===== config.mk =====
export PLATFORM = sky130hd
export DESIGN_NAME = level_meter_scheduler_flat
export DESIGN_NICKNAME = d
export VERILOG_FILES = /design/src/rtl/level_meter_scheduler_if.sv /design/src/rtl/level_meter_scheduler.sv /design/src/flat_wrapper.sv
export SDC_FILE = /design/constraint.sdc
export NUM_CORES = 1
export LEC_CHECK = 0
export ABC_CLOCK_PERIOD_IN_PS = 6600
export CORE_UTILIZATION = 61
export CTS_CLUSTER_SIZE = 28
export DETAILED_ROUTE_END_ITERATION = 16
export HOLD_SLACK_MARGIN = 0.08
export PLACE_DENSITY_LB_ADDON = 0.25
export SLEW_MARGIN = 20
export SYNTH_ARGS = -nofsm -noshare
export SYNTH_HDL_FRONTEND = slang
export SYNTH_SLANG_ARGS = --single-unit

===== constraint.sdc =====
create_clock -name Clock -period 6.6 [get_ports Clock]
set_clock_uncertainty 0.05 [all_clocks]
set_input_delay 0.99 -clock Clock [delete_from_list [all_inputs] [get_ports Clock]]
set_output_delay 0.99 -clock Clock [all_outputs]
set_load 0.02 [all_outputs]

===== src/rtl/level_meter_scheduler_if.sv =====
// Stereo PCM input, converter handshake and display outputs
// of the level meter scheduler, bundled for port connection.
interface level_meter_scheduler_if;
    logic        i_valid;
    logic        i_ready;
    logic [15:0] pcm_left;
    logic [15:0] pcm_right;

    logic        conv_valid;
    logic        conv_ready;
    logic [14:0] conv_pcm;
    logic        conv_o_valid;
    logic        conv_o_ready;
    logic [4:0]  conv_position;

    logic [4:0]  level_left;
    logic [4:0]  level_right;
    logic [4:0]  peak_left;
    logic [4:0]  peak_right;
    logic        update;

    modport slave (
        input  i_valid, pcm_left, pcm_right,
        input  conv_ready, conv_o_valid, conv_position,
        output i_ready,
        output conv_valid, conv_pcm, conv_o_ready,
        output level_left, level_right, peak_left, peak_right,
        output update
    );

    modport master (
        output i_valid, pcm_left, pcm_right,
        output conv_ready, conv_o_valid, conv_position,
        input  i_ready,
        input  conv_valid, conv_pcm, conv_o_ready,
        input  level_left, level_right, peak_left, peak_right,
        input  update
    );
endinterface


===== src/rtl/level_meter_scheduler.sv =====
// Stereo peak accumulator that time-shares one PCM-to-position
// converter per window and publishes level/peak-hold markers.
module level_meter_scheduler #(
    parameter int unsigned WINDOW       = 1024,
    parameter int unsigned HOLD_UPDATES = 16
) (
    input logic Clock,
    input logic Reset,
    level_meter_scheduler_if.slave bus
);

    localparam logic [15:0] LAST = 16'(WINDOW - 1);
    localparam logic [7:0]  HOLD = 8'(HOLD_UPDATES);

    typedef enum logic [2:0] {
        IDLE, SEND_L, WAIT_L, SEND_R, WAIT_R, PUBLISH
    } state_t;

    typedef struct packed {
        logic [4:0] peak;
        logic [7:0] hold;
    } hold_t;

    state_t      state, state_n;
    logic [15:0] count, count_n;
    logic [14:0] acc_l, acc_r;
    logic [14:0] snap_l, snap_r;
    logic [14:0] mag_l, mag_r;
    logic [14:0] max_l, max_r;
    logic        pending, pending_n, pend_clr;
    logic        ready_q, ready_n;
    logic        accept, at_last, snap_take;
    logic [4:0]  pos_l, pos_r;
    logic [4:0]  level_l, level_r;
    hold_t       hold_l, hold_r;
    hold_t       hold_l_n, hold_r_n;
    logic        update_q;
    logic        conv_valid, conv_o_ready, publish;
    logic [14:0] conv_pcm;

    function automatic logic [14:0] magnitude(input logic [15:0] x);
        logic [15:0] neg;
        neg = ~x + 16'd1;
        if (!x[15])
            return x[14:0];
        // only -32768 negates to a value with bit 15 still set
        if (neg[15])
            return 15'h7fff;
        return neg[14:0];
    endfunction

    function automatic hold_t hold_step(
        input logic [4:0] pos,
        input hold_t      cur
    );
        hold_t nxt;
        nxt = cur;
        if (pos >= cur.peak) begin
            nxt.peak = pos;
            nxt.hold = HOLD;
        end else if (cur.hold != 8'd0) begin
            nxt.hold = cur.hold - 8'd1;
        end else begin
            nxt.peak = (pos > cur.peak - 5'd1) ? pos : cur.peak - 5'd1;
        end
        return nxt;
    endfunction

    assign mag_l     = magnitude(bus.pcm_left);
    assign mag_r     = magnitude(bus.pcm_right);
    assign max_l     = (mag_l > acc_l) ? mag_l : acc_l;
    assign max_r     = (mag_r > acc_r) ? mag_r : acc_r;
    assign accept    = bus.i_valid & ready_q;
    assign at_last   = (count == LAST);
    assign snap_take = accept & at_last;
    assign hold_l_n  = hold_step(pos_l, hold_l);
    assign hold_r_n  = hold_step(pos_r, hold_r);

    always_ff @(posedge Clock or posedge Reset) begin
        if (Reset)
            state <= IDLE;
        else
            state <= state_n;
    end

    always_comb begin
        state_n      = state;
        conv_valid   = 1'b0;
        conv_pcm     = 15'd0;
        conv_o_ready = 1'b0;
        pend_clr     = 1'b0;
        publish      = 1'b0;
        unique case (state)
            IDLE: begin
                if (pending) begin
                    pend_clr = 1'b1;
                    state_n  = SEND_L;
                end
            end
            SEND_L: begin
                conv_valid = 1'b1;
                conv_pcm   = snap_l;
                if (bus.conv_ready)
                    state_n = WAIT_L;
            end
            WAIT_L: begin
                conv_o_ready = 1'b1;
                if (bus.conv_o_valid)
                    state_n = SEND_R;
            end
            SEND_R: begin
                conv_valid = 1'b1;
                conv_pcm   = snap_r;
                if (bus.conv_ready)
                    state_n = WAIT_R;
            end
            WAIT_R: begin
                conv_o_ready = 1'b1;
                if (bus.conv_o_valid)
                    state_n = PUBLISH;
            end
            PUBLISH: begin
                publish = 1'b1;
                state_n = IDLE;
            end
            default: state_n = IDLE;
        endcase
    end

    // i_ready is registered from next-cycle values so the last pair
    // of a window is never offered while the snapshot is still busy
    always_comb begin
        count_n = count;
        if (accept)
            count_n = at_last ? 16'd0 : count + 16'd1;
        pending_n = snap_take | (pending & ~pend_clr);
        ready_n   = !((count_n == LAST) &&
                      (pending_n || (state_n != IDLE)));
    end

    always_ff @(posedge Clock or posedge Reset) begin
        if (Reset) begin
            count   <= 16'd0;
            pending <= 1'b0;
            ready_q <= 1'b0;
            acc_l   <= 15'd0;
            acc_r   <= 15'd0;
            snap_l  <= 15'd0;
            snap_r  <= 15'd0;
        end else begin
            count   <= count_n;
            pending <= pending_n;
            ready_q <= ready_n;
            if (accept) begin
                acc_l <= at_last ? 15'd0 : max_l;
                acc_r <= at_last ? 15'd0 : max_r;
            end
            if (snap_take) begin
                snap_l <= max_l;
                snap_r <= max_r;
            end
        end
    end

    always_ff @(posedge Clock or posedge Reset) begin
        if (Reset) begin
            pos_l <= 5'd0;
            pos_r <= 5'd0;
        end else begin
            if (state == WAIT_L && bus.conv_o_valid)
                pos_l <= bus.conv_position;
            if (state == WAIT_R && bus.conv_o_valid)
                pos_r <= bus.conv_position;
        end
    end

    always_ff @(posedge Clock or posedge Reset) begin
        if (Reset) begin
            level_l  <= 5'd0;
            level_r  <= 5'd0;
            hold_l   <= '0;
            hold_r   <= '0;
            update_q <= 1'b0;
        end else begin
            update_q <= publish;
            if (publish) begin
                level_l <= pos_l;
                level_r <= pos_r;
                hold_l  <= hold_l_n;
                hold_r  <= hold_r_n;
            end
        end
    end

    assign bus.i_ready      = ready_q;
    assign bus.conv_valid   = conv_valid;
    assign bus.conv_pcm     = conv_pcm;
    assign bus.conv_o_ready = conv_o_ready;
    assign bus.level_left   = level_l;
    assign bus.level_right  = level_r;
    assign bus.peak_left    = hold_l.peak;
    assign bus.peak_right   = hold_r.peak;
    assign bus.update       = update_q;

endmodule


===== src/flat_wrapper.sv =====
// flat-port wrapper written by rule: the top's interface ports become plain ports
module level_meter_scheduler_flat 
#(
    parameter int unsigned WINDOW       = 1024,
    parameter int unsigned HOLD_UPDATES = 16
)
  (Clock, Reset, bus_i_valid, bus_pcm_left, bus_pcm_right, bus_conv_ready, bus_conv_o_valid, bus_conv_position, bus_i_ready, bus_conv_valid, bus_conv_pcm, bus_conv_o_ready, bus_level_left, bus_level_right, bus_peak_left, bus_peak_right, bus_update);
  level_meter_scheduler_if bus_i ();
  input logic Clock;
  input logic Reset;
  input wire logic [$bits(bus_i.i_valid)-1:0] bus_i_valid;
  input wire logic [$bits(bus_i.pcm_left)-1:0] bus_pcm_left;
  input wire logic [$bits(bus_i.pcm_right)-1:0] bus_pcm_right;
  input wire logic [$bits(bus_i.conv_ready)-1:0] bus_conv_ready;
  input wire logic [$bits(bus_i.conv_o_valid)-1:0] bus_conv_o_valid;
  input wire logic [$bits(bus_i.conv_position)-1:0] bus_conv_position;
  output wire logic [$bits(bus_i.i_ready)-1:0] bus_i_ready;
  output wire logic [$bits(bus_i.conv_valid)-1:0] bus_conv_valid;
  output wire logic [$bits(bus_i.conv_pcm)-1:0] bus_conv_pcm;
  output wire logic [$bits(bus_i.conv_o_ready)-1:0] bus_conv_o_ready;
  output wire logic [$bits(bus_i.level_left)-1:0] bus_level_left;
  output wire logic [$bits(bus_i.level_right)-1:0] bus_level_right;
  output wire logic [$bits(bus_i.peak_left)-1:0] bus_peak_left;
  output wire logic [$bits(bus_i.peak_right)-1:0] bus_peak_right;
  output wire logic [$bits(bus_i.update)-1:0] bus_update;
  assign bus_i.i_valid = bus_i_valid;
  assign bus_i.pcm_left = bus_pcm_left;
  assign bus_i.pcm_right = bus_pcm_right;
  assign bus_i.conv_ready = bus_conv_ready;
  assign bus_i.conv_o_valid = bus_conv_o_valid;
  assign bus_i.conv_position = bus_conv_position;
  assign bus_i_ready = bus_i.i_ready;
  assign bus_conv_valid = bus_i.conv_valid;
  assign bus_conv_pcm = bus_i.conv_pcm;
  assign bus_conv_o_ready = bus_i.conv_o_ready;
  assign bus_level_left = bus_i.level_left;
  assign bus_level_right = bus_i.level_right;
  assign bus_peak_left = bus_i.peak_left;
  assign bus_peak_right = bus_i.peak_right;
  assign bus_update = bus_i.update;
  level_meter_scheduler #(.WINDOW(WINDOW), .HOLD_UPDATES(HOLD_UPDATES)) u_core (.Clock(Clock), .Reset(Reset), .bus(bus_i));
endmodule

==> Word level (Yosys, flattened, before mapping) <==
Cells that the tools add are included.
{ "totals": {"out_inout_bits": 39, "inputBits": 42, "ff_bits": 128, "wordCells": 101} }
{ "op_classes": {"n_eq_ne": 9, "muxes": 38, "n_addsub": 7, "n_lt_le_gt_ge": 6, "reduce_logical": 17, "bitwise_logic": 7} }
{ "ops": {"columns": ["cell", "n"], "rows": [
  ["$mux 15", 12],
  ["$add 16x1->16 const B", 3],
  ["$eq 16x10->1 const B", 2],
  ["$mux 16", 2],
  ["$not 16->16", 2],
  ["$gt 15x15->1", 2],
  ["$pmux 15 s2", 1],
  ["$mux 13", 2],
  ["$mux 5", 4],
  ["$mux 8", 2],
  ["$reduce_bool 8->1", 2],
  ["$sub 8x1->8 const B", 2],
  ["$mux 3", 5],
  ["$pmux 3 s5", 1],
  ["$ge 5x5->1", 2],
  ["$gt 5x5->1", 2],
  ["$sub 5x1->5 const B", 2],
  ["$mux 1", 9],
  ["$reduce_and 2->1", 4],
  ["$eq 3x2->1 const B", 2],
  ["$eq 3x3->1 const B", 2],
  ["$ne 2x1->1 const B", 2],
  ["$reduce_bool 2->1", 2],
  ["$reduce_or 2->1", 2],
  ["other kinds (9)", 13]
]} }

==> Longest topological paths before layout <==
Gate-level depths: netlist of the first run.
{ "logic_depth": {"ltp_word": 9, "mapped_depth": 15, "mapped_depth_nobuf": 13} }

==> Least setup slack after synthesis of the first run <==
OpenSTA, ideal clock, no wires.
{ "synth_timing": {"path_kind": "input port to flip-flop", "start": "in bus_pcm_right[3]", "end": "reg u_core.acc_r[0]", "required_time_ns": 6.429, "path_buffers": 3, "path_stages": 14, "setup_ns": 0.121, "t_arrival_ns": 3.910, "path_slack_ns": 2.519, "path_cell_list": "or3_1 > buf_6 > or3_4 > o31a_1 > o21a_1 > ha_1 > nand4_1 > a31oi_1 > a211oi_1 > a21oi_1 > buf_1 > o21ai_2 > buf_4 > a22o_1"} }
{ "synth_between": {"elab_chain_cells": 9, "elab_cells_between_ends": 11, "cone_classes": "add/sub (1); order compare (1); mux (8); bitwise (1)"} }
{ "synth_rtl": {"columns": ["element", "line_no", "source"], "rows": [
  ["start, declared", "flat_wrapper.sv:13", "input wire logic [$bits(bus_i.pcm_right)-1:0] bus_pcm_right;"],
  ["$not 16->16", "level_meter_scheduler.sv:43", "neg = ~x + 16'd1;"],
  ["$add 16x1->16", "level_meter_scheduler.sv:43", null],
  ["$mux 1 (2 in series)", "level_meter_scheduler.sv:47", "if (neg[15])"],
  ["$mux 15", "level_meter_scheduler.sv:49", "return neg[14:0];"],
  ["$mux 15 (*)", "level_meter_scheduler.sv:47", null],
  ["$gt 15x15->1", "level_meter_scheduler.sv:72", "assign max_r = (mag_r > acc_r) ? mag_r : acc_r;"],
  ["$mux 15 (*)", "level_meter_scheduler.sv:72", null],
  ["$mux 15 (*)", "level_meter_scheduler.sv:156", "acc_r <= at_last ? 15'd0 : max_r;"],
  ["end signal, assigned", "level_meter_scheduler.sv:156", null],
  ["end, declared", "level_meter_scheduler.sv:26", "logic [14:0] acc_l, acc_r;"]
]} }
Every way passes the cells marked *; elsewhere a longest branch is shown, timed or not. The select of a mux whose other input is x is not followed.
A chain may end at the register's enable or synchronous reset.

==> Final worst setup path of the first run <==
{ "layout_timing": {"start": "in bus_pcm_right[3]", "end": "reg u_core.acc_r[14]"} }
Same word-level chain as after synthesis.

==> run_results.csv, run 1 <==
group,metric,value,unit
logic_synthesis,ys_dominant_reg_cell,"dfrtp_1",
cts,htreeDepth,4,
detailed_routing,viasPerCell,6.15,
logic_synthesis,postSynthAreaPerCell,9.05,um2
logic_synthesis,synthTopCellsByCount,"128 x dfrtp_1, 111 x nand2_1, 63 x nor2_1",
detailed_routing,wl,19.3,mm
cts,cts_buffer_depth,2,
sta,rsz0062_at_grt,"no",
logic_synthesis,synth_compound_area_frac,0.188,
setup_path,cp_data_required_time,6.91,ns
finish,drive_gt1_frac,0.0691,
cts,holdBufCountCts,0,
detailed_routing,postRouteAntennaNets,0,
grt,grt_pass1_vias,6810,
cts,worstSkewPairLatency,0.43,ns
logic_synthesis,syn-cell-area,8190,um2
sta,relSlewSlack,0.399,
setup_path,end_kind,"flop",
logic_synthesis,synth_top_family_by_area,"compound AO/OA/AOI/OAI gates",
logic_synthesis,synth_top_cell_by_area,"dfrtp_1",
sta,tightest_slew,0.901,ns
setup_path,startpoint,"bus_pcm_right[3]",
power,ir_drop,0.245,mV
power,p_leak,4.22,nW
logic_synthesis,netlist.area_leader.share,0.391,
setup_path,crit_type,"in2reg",
logic_synthesis,synth_fp_nets,1006,
cts,clk_pin_slew,0.06,ns
finish,nets,1057,
floorplan,coreArea,12900,um2
setup_path,crit_arrival,5.05,ns
floorplan,core.rowCount,41,
logic_synthesis,seq_area_frac_synth,0.391,
grt,grt-ovfl-total,0,
setup_path,start_kind,"input pin",
setup_path,r2r_start,"u_core.bus.peak_right[0]$_DFFE_PP0P_",
detailed_routing,drc_errors,0,
outcome,outcome,"finished, final reports clean",
cts,post-cts-setup-buffers,0,
logic_synthesis,synthSimpleGateAreaFrac,0.180,
job,drv_cap,0,
grt,track_usage,0.292,
place,gp_congestion,0.883,
sta,fmax,211,MHz
detailed_routing,wl_per_cell,16.9,um
logic_synthesis,yosys_warnings,0,
power,power.total,3.90,mW
sta,finalSetupTns,0,ns
place,hpwl,13.4,mm
grt,grt_first_pass_wirelength,32.7,mm
grt,grt_max_degree,73,
logic_synthesis,yosys.cell_types.count,69,
logic_synthesis,syn_inst,905,
cts,cts_resized,0,
sta,fin_crit_sh,0.718,
logic_synthesis,synthAdderAreaFrac,0.0902,
logic_synthesis,synthMuxAreaShare,0.0351,
place,io_buffers,80,
detailed_routing,drt_iter0_drc,610,
cts,root_buffer,"clkbuf_16",
detailed_routing,first_pass_iters,5,
cts,cts_tree,"built",
floorplan,die-area,13900,um2
min_path,hp-start,"u_core.bus.level_left[4]$_DFFE_PP0P_",
min_path,min_path_type,"reg2reg",
grt,antenna_found_initial,0,
cts,cts_buffers,17,
cts,cts.sinks,128,
sta,hold_viol,0,
setup_path,worstPathMaxFanout,15,
floorplan,boundaryPins,81,
logic_synthesis,synth_area_leaders,"dfrtp_1 39%, ha_1 9.0%, nand2_1 5.1%, a22o_1 3.5%, xnor2_1 3.0%",
finish,n_antenna_cell,0,
floorplan,die_width,118,um
logic_synthesis,synth_most_common_cell,"dfrtp_1",
sta,whs,0.422,ns
sta,finalSetupViolCount,0,
finish,synthToLayoutAreaGrowth,16.9,%
floorplan,start_util,0.636,
logic_synthesis,synth_edf_count,0,
logic_synthesis,async_reset_ff_frac,1.00,
floorplan,dieHeight,118,um
sta,min_period,4.74,ns
sta,slew_violations,0,
detailed_routing,dr_total_vias,7016,
logic_synthesis,ys_ff_latch,128,
power,p_per_area,407,nW/um2
logic_synthesis,synth_xor_area_frac,0.0535,
through the flow:
stage,cells,cell area (um2),utilization,setup slack [ns]
4_1_cts,1141,9570,0.743,1.88
6_report,1141,9570,0.744,1.86
2_1_floorplan,905,8190,-,2.15
3_3_place_gp,1109,8990,0.698,1.55
5_1_grt,1141,9570,0.744,1.55
3_5_place_dp,1109,8990,0.698,1.46
sequential cells by signal (all words and copies together), names as in the netlist, 3 cells and up:
name	count
u_core.count	16
u_core.acc_l	15
u_core.acc_r	15
u_core.snap_l	15
u_core.snap_r	15
u_core.hold_l	8
u_core.hold_r	8
u_core.bus.level_left	5
u_core.bus.level_right	5
u_core.bus.peak_left	5
u_core.bus.peak_right	5
u_core.pos_l	5
u_core.pos_r	5
u_core.state	3
final timing paths:
kind | cells past startpoint | slack, ns | endpoint
setup / recovery | 12 | 1.86 | u_core.acc_r[14]$_DFFE_PP0P_
hold / removal | 2 | 0.42 | u_core.bus.level_left[4]$_DFFE_PP0P_
setup reg to reg | 12 | 3.54 | u_core.bus.peak_right[1]$_DFFE_PP0P_
hold reg to reg | 2 | 0.42 | u_core.bus.level_left[4]$_DFFE_PP0P_
max in group asynchronous | 3 | 4.16 | u_core.count[15]$_DFF_PP0_
min in group asynchronous | 2 | 1.06 | u_core.acc_r[2]$_DFFE_PP0P_
final cells by class:
class	count	area, um2
well taps	172	215
flip-flops and latches	128	3200
inverters	62	235
fillers	922	3300
repair buffers	87	853
multi-input cells	660	4490
clock inverters	15	149
clock buffers	17	425
cells by family after synthesis:
group                    Yosys count
AND/OR/NAND/NOR                  304
AO/OA/AOI/OAI                    219
flip-flops                       128
buffers and inverters            117
adder cells (fa/ha/maj)           59
XOR/XNOR                          50
multiplexers                      28
routing by layer:
metal | vias up | track usage | wire length (um)
li1 | 3369 | - | -
met1 | 3391 | 0.383 | 8590
met2 | 202 | 0.468 | 9320
met3 | 54 | 0.0664 | 894
met4 | 0 | 0.115 | 526
met5 | - | 0 | 0
power by group:
group          switching, mW  internal [mW]  leakage (nW)
clock network          0.386          0.527         0.272
registers              0.247           1.01          1.68
logic                  0.990          0.736          2.27
total                   1.62           2.27          4.22
placed cells by master (no fill, tap or decap), drive strengths merged, types with 5 or more instances in the layout:
cell,Yosys,routed
nor2b,8,8
a21oi,35,35
a22o,33,33
nand2b,6,6
xor2,22,22
and3,11,11
nor4,8,8
mux2,6,6
a22oi,5,5
o21ai,52,52
nand2,111,111
a211oi,8,8
nand4,12,12
mux2i,22,22
nor2,64,64
a21o,5,5
o41ai,5,5
inv,62,69
nor3,12,12
clkbuf,31,17
nand3b,5,5
buf,24,7
or3,8,8
dfrtp,128,128
a31oi,8,8
o21a,7,7
ha,59,59
o31ai,7,7
xnor2,28,28
o311ai,27,27
nand3,44,44
clkdlybuf4s50,0,80
worst max-delay path: stages:
cell and delay [ns]:
clkdlybuf4s50_1 0.45, or3_1 0.53, or3_4 0.45, o31a_1 0.24
o21a_1 0.20, ha_1 0.30, nand4_1 0.14, nor2_1 0.16
o31ai_1 0.11, a21oi_2 0.54, nor2b_2 0.69, a22o_1 0.24
Power figures use the tool's default switching activity.
==> run 2: changes to the inputs <==
--- a/config.mk
+++ b/config.mk
@@ -5,8 +5,8 @@
 export SDC_FILE = /design/constraint.sdc
 export NUM_CORES = 1
 export LEC_CHECK = 0
-export ABC_CLOCK_PERIOD_IN_PS = 6600
-export CORE_UTILIZATION = 61
+export ABC_CLOCK_PERIOD_IN_PS = 4100
+export CORE_UTILIZATION = 53
 export CTS_CLUSTER_SIZE = 28
 export DETAILED_ROUTE_END_ITERATION = 16
 export HOLD_SLACK_MARGIN = 0.08
==> constraint.sdc (replaced) <==
create_clock -name Clock -period 4.1 [get_ports Clock]
set_clock_uncertainty 0.05 [all_clocks]
set_input_delay 0.615 -clock Clock [delete_from_list [all_inputs] [get_ports Clock]]
set_output_delay 0.615 -clock Clock [all_outputs]
set_load 0.02 [all_outputs]
==> run 2 against run 1 <==
First-iteration DRC count fell by 12%; worst setup slack got worse by 1.6 ns; non-clock buffer count rose by 44; register-to-register slack got worse by 2.4 ns; wire length rose by 0.18%; sequential power rose by 60%; critical path type unchanged.
==> run_results.csv, run 2 (synthesis gave the netlist of run 1 again) <==
group,metric,value,unit
setup_path,critPathMaxStageDelay,0.58,ns
setup_path,crit_arrival,4.10,ns
setup_path,worstPathMaxFanout,15,
place,placed_cell_area,9360,um2
cts,htreeDepth,4,
setup_path,cp_data_required_time,4.40,ns
floorplan,coreArea,15100,um2
floorplan,boundaryPins,81,
power,p_switching,2.56,mW
sta,hold_viol,0,
finish,final_common_cell,"dfrtp_1",
finish,synthToLayoutAreaGrowth,22.0,%
power,power_frac_clock,0.250,
detailed_routing,dr_total_vias,7115,
grt,grt_max_degree,61,
grt,track_usage,0.257,
grt,antenna_found_initial,0,
floorplan,start_util,0.541,
cts,cts_buffer_depth,2,
detailed_routing,wl_per_cell,16.1,um
power,internal_power,3.91,mW
place,gp_congestion,0.876,
cts,cts.sinks,128,
grt,grt_first_pass_wirelength,32.7,mm
finish,fin_area,9990,um2
finish,regMostFlops,"u_core.count",
floorplan,dieHeight,126,um
floorplan,core.rowCount,45,
setup_path,end_kind,"flop",
sta,rsz0062_at_grt,"no",
detailed_routing,viasPerCell,5.92,
detailed_routing,drc_errors,0,
floorplan,die_width,126,um
floorplan,die-area,16000,um2
grt,grt_pass1_vias,6657,
setup_path,start_kind,"input pin",
cts,worstSkewPairLatency,0.42,ns
cts,post-cts-setup-buffers,0,
detailed_routing,postRouteAntennaNets,0,
min_path,min_path_type,"reg2reg",
detailed_routing,wl,19.4,mm
power,comb_power_share,0.437,
finish,final_core_util,0.660,
setup_path,crit_chain,"clkdlybuf4s50_1 > or3_1 > or3_4 > o31a_1 > o21a_1 > ha_1 > nand4_1 > a31oi_1 > a211oi_1 > a21oi_2 > nor2b_2 > a22o_1",
power,seqPwrFrac,0.312,
sta,relSlewSlack,0.487,
power,switching_share,0.396,
cts,cts_buffers,17,
finish,largest_register_ffs,16,
finish,n_antenna_cell,0,
cts,cts_tree,"built",
finish,nFillCells,1226,
detailed_routing,drt_iter0_drc,534,
detailed_routing,first_pass_iters,5,
job,drv_cap,0,
grt,grt-ovfl-total,0,
sta,slew_violations,0,
sta,tightest_slew,0.769,ns
cts,clk_pin_slew,0.06,ns
cts,root_buffer,"clkbuf_16",
sta,fin_crit_sh,0.926,
sta,finalSetupViolCount,0,
outcome,outcome,"finished, final reports clean",
sta,fmax,263,MHz
finish,nets,1101,
power,ir_drop,0.379,mV
sta,min_period,3.80,ns
power,p_per_area,647,nW/um2
setup_path,critPathSlowestCell,"nor2b_2",
place,hpwl,13.9,mm
place,io_buffers,80,
power,p_leak,4.48,nW
finish,final_cell_mix,"127 x dfrtp_1, 111 x nand2_1, 80 x clkdlybuf4s50_1, 62 x nor2_1, 61 x inv_1",
finish,drive_gt1_frac,0.107,
setup_path,crit_type,"in2reg",
## run 2: changes by cell type in the layout (fill, tap and decap cells not counted), moves of 2 or more
cell / previous run / this run
clkbuf_1: 0 / 2
clkinv_2: 0 / 2
clkinvlp_4: 3 / 0
bufinv_16: 1 / 4
inv_6: 7 / 2
buf_4: 7 / 50
## run 2: cell type report
class | count | area, um2 | area share
well taps | 188 | 235 | 0.0235
repair buffers | 131 | 1200 | 0.120
flip-flops and latches | 128 | 3200 | 0.321
multi-input cells | 660 | 4490 | 0.449
inverters | 62 | 235 | 0.0235
clock buffers | 20 | 447 | 0.0447
clock inverters | 12 | 183 | 0.0183
## run 2: what timing repair did
action | 4_1_cts | 5_1_grt
gates resized for setup | 0 | 1
endpoints found under the setup margin | 0 | 15
hold buffers | 0 | 0
## run 2: power by group through the flow
stage	registers (mW)	logic [mW]	clock network [mW]
final	2.02	2.83	1.62
after global routing	2.07	3.17	1.69
after CTS	2.01	2.82	1.64
after detailed placement	2.02	2.79	0
after global placement	2.02	2.71	0
after floorplan	1.93	2.07	0
## run 2: stage by stage
step	hold WS [ns]	std cells	setup TNS, ns	setup slack, ns	total power, mW
final	0.425	1201	0	0.304	6.47
after global routing	0.437	1201	0	0.0339	6.93
after CTS	0.428	1201	0	0.221	6.47
after detailed placement	0.413	1169	-3.79	-0.182	4.81
after global placement	0.411	1169	-2.89	-0.148	4.72
after floorplan	0.399	905	0	0.0224	4.00
## run 2: critical path: cells and delay by family
family                     cells  cell delay [ns]
adders and majority gates      1             0.29
AOI/OAI and AO/OA              6             1.10
and+or+nand+nor                4             1.64
buffers and inverters          1             0.43
## run 2: final timing paths
check / startpoint / endpoint / slack, ns / depth (start not counted)
min reg2reg: u_core.bus.level_left[2]$_DFFE_PP0P_ / u_core.bus.level_left[2]$_DFFE_PP0P_ / 0.42 / 2
max in group asynchronous: Reset / u_core.snap_l[12]$_DFFE_PP0P_ / 2.57 / 3
max reg2reg: u_core.bus.peak_right[0]$_DFFE_PP0P_ / u_core.bus.peak_right[2]$_DFFE_PP0P_ / 1.13 / 12
min: u_core.bus.level_left[2]$_DFFE_PP0P_ / u_core.bus.level_left[2]$_DFFE_PP0P_ / 0.42 / 2
min in group asynchronous: Reset / u_core.bus.level_left[3]$_DFFE_PP0P_ / 0.60 / 2
max: bus_pcm_right[4] / u_core.acc_r[5]$_DFFE_PP0P_ / 0.30 / 12
## run 2: layer usage
layer / part of all wire / routed length, um / global-route usage / vias to the layer above
li1: - / - / - / 3451
met5: 0 / 0 / 0 / -
met3: 0.042 / 811 / 0.0460 / 32
met4: 0.015 / 291 / 0.0787 / 0
met2: 0.48 / 9360 / 0.416 / 199
met1: 0.46 / 8900 / 0.352 / 3433
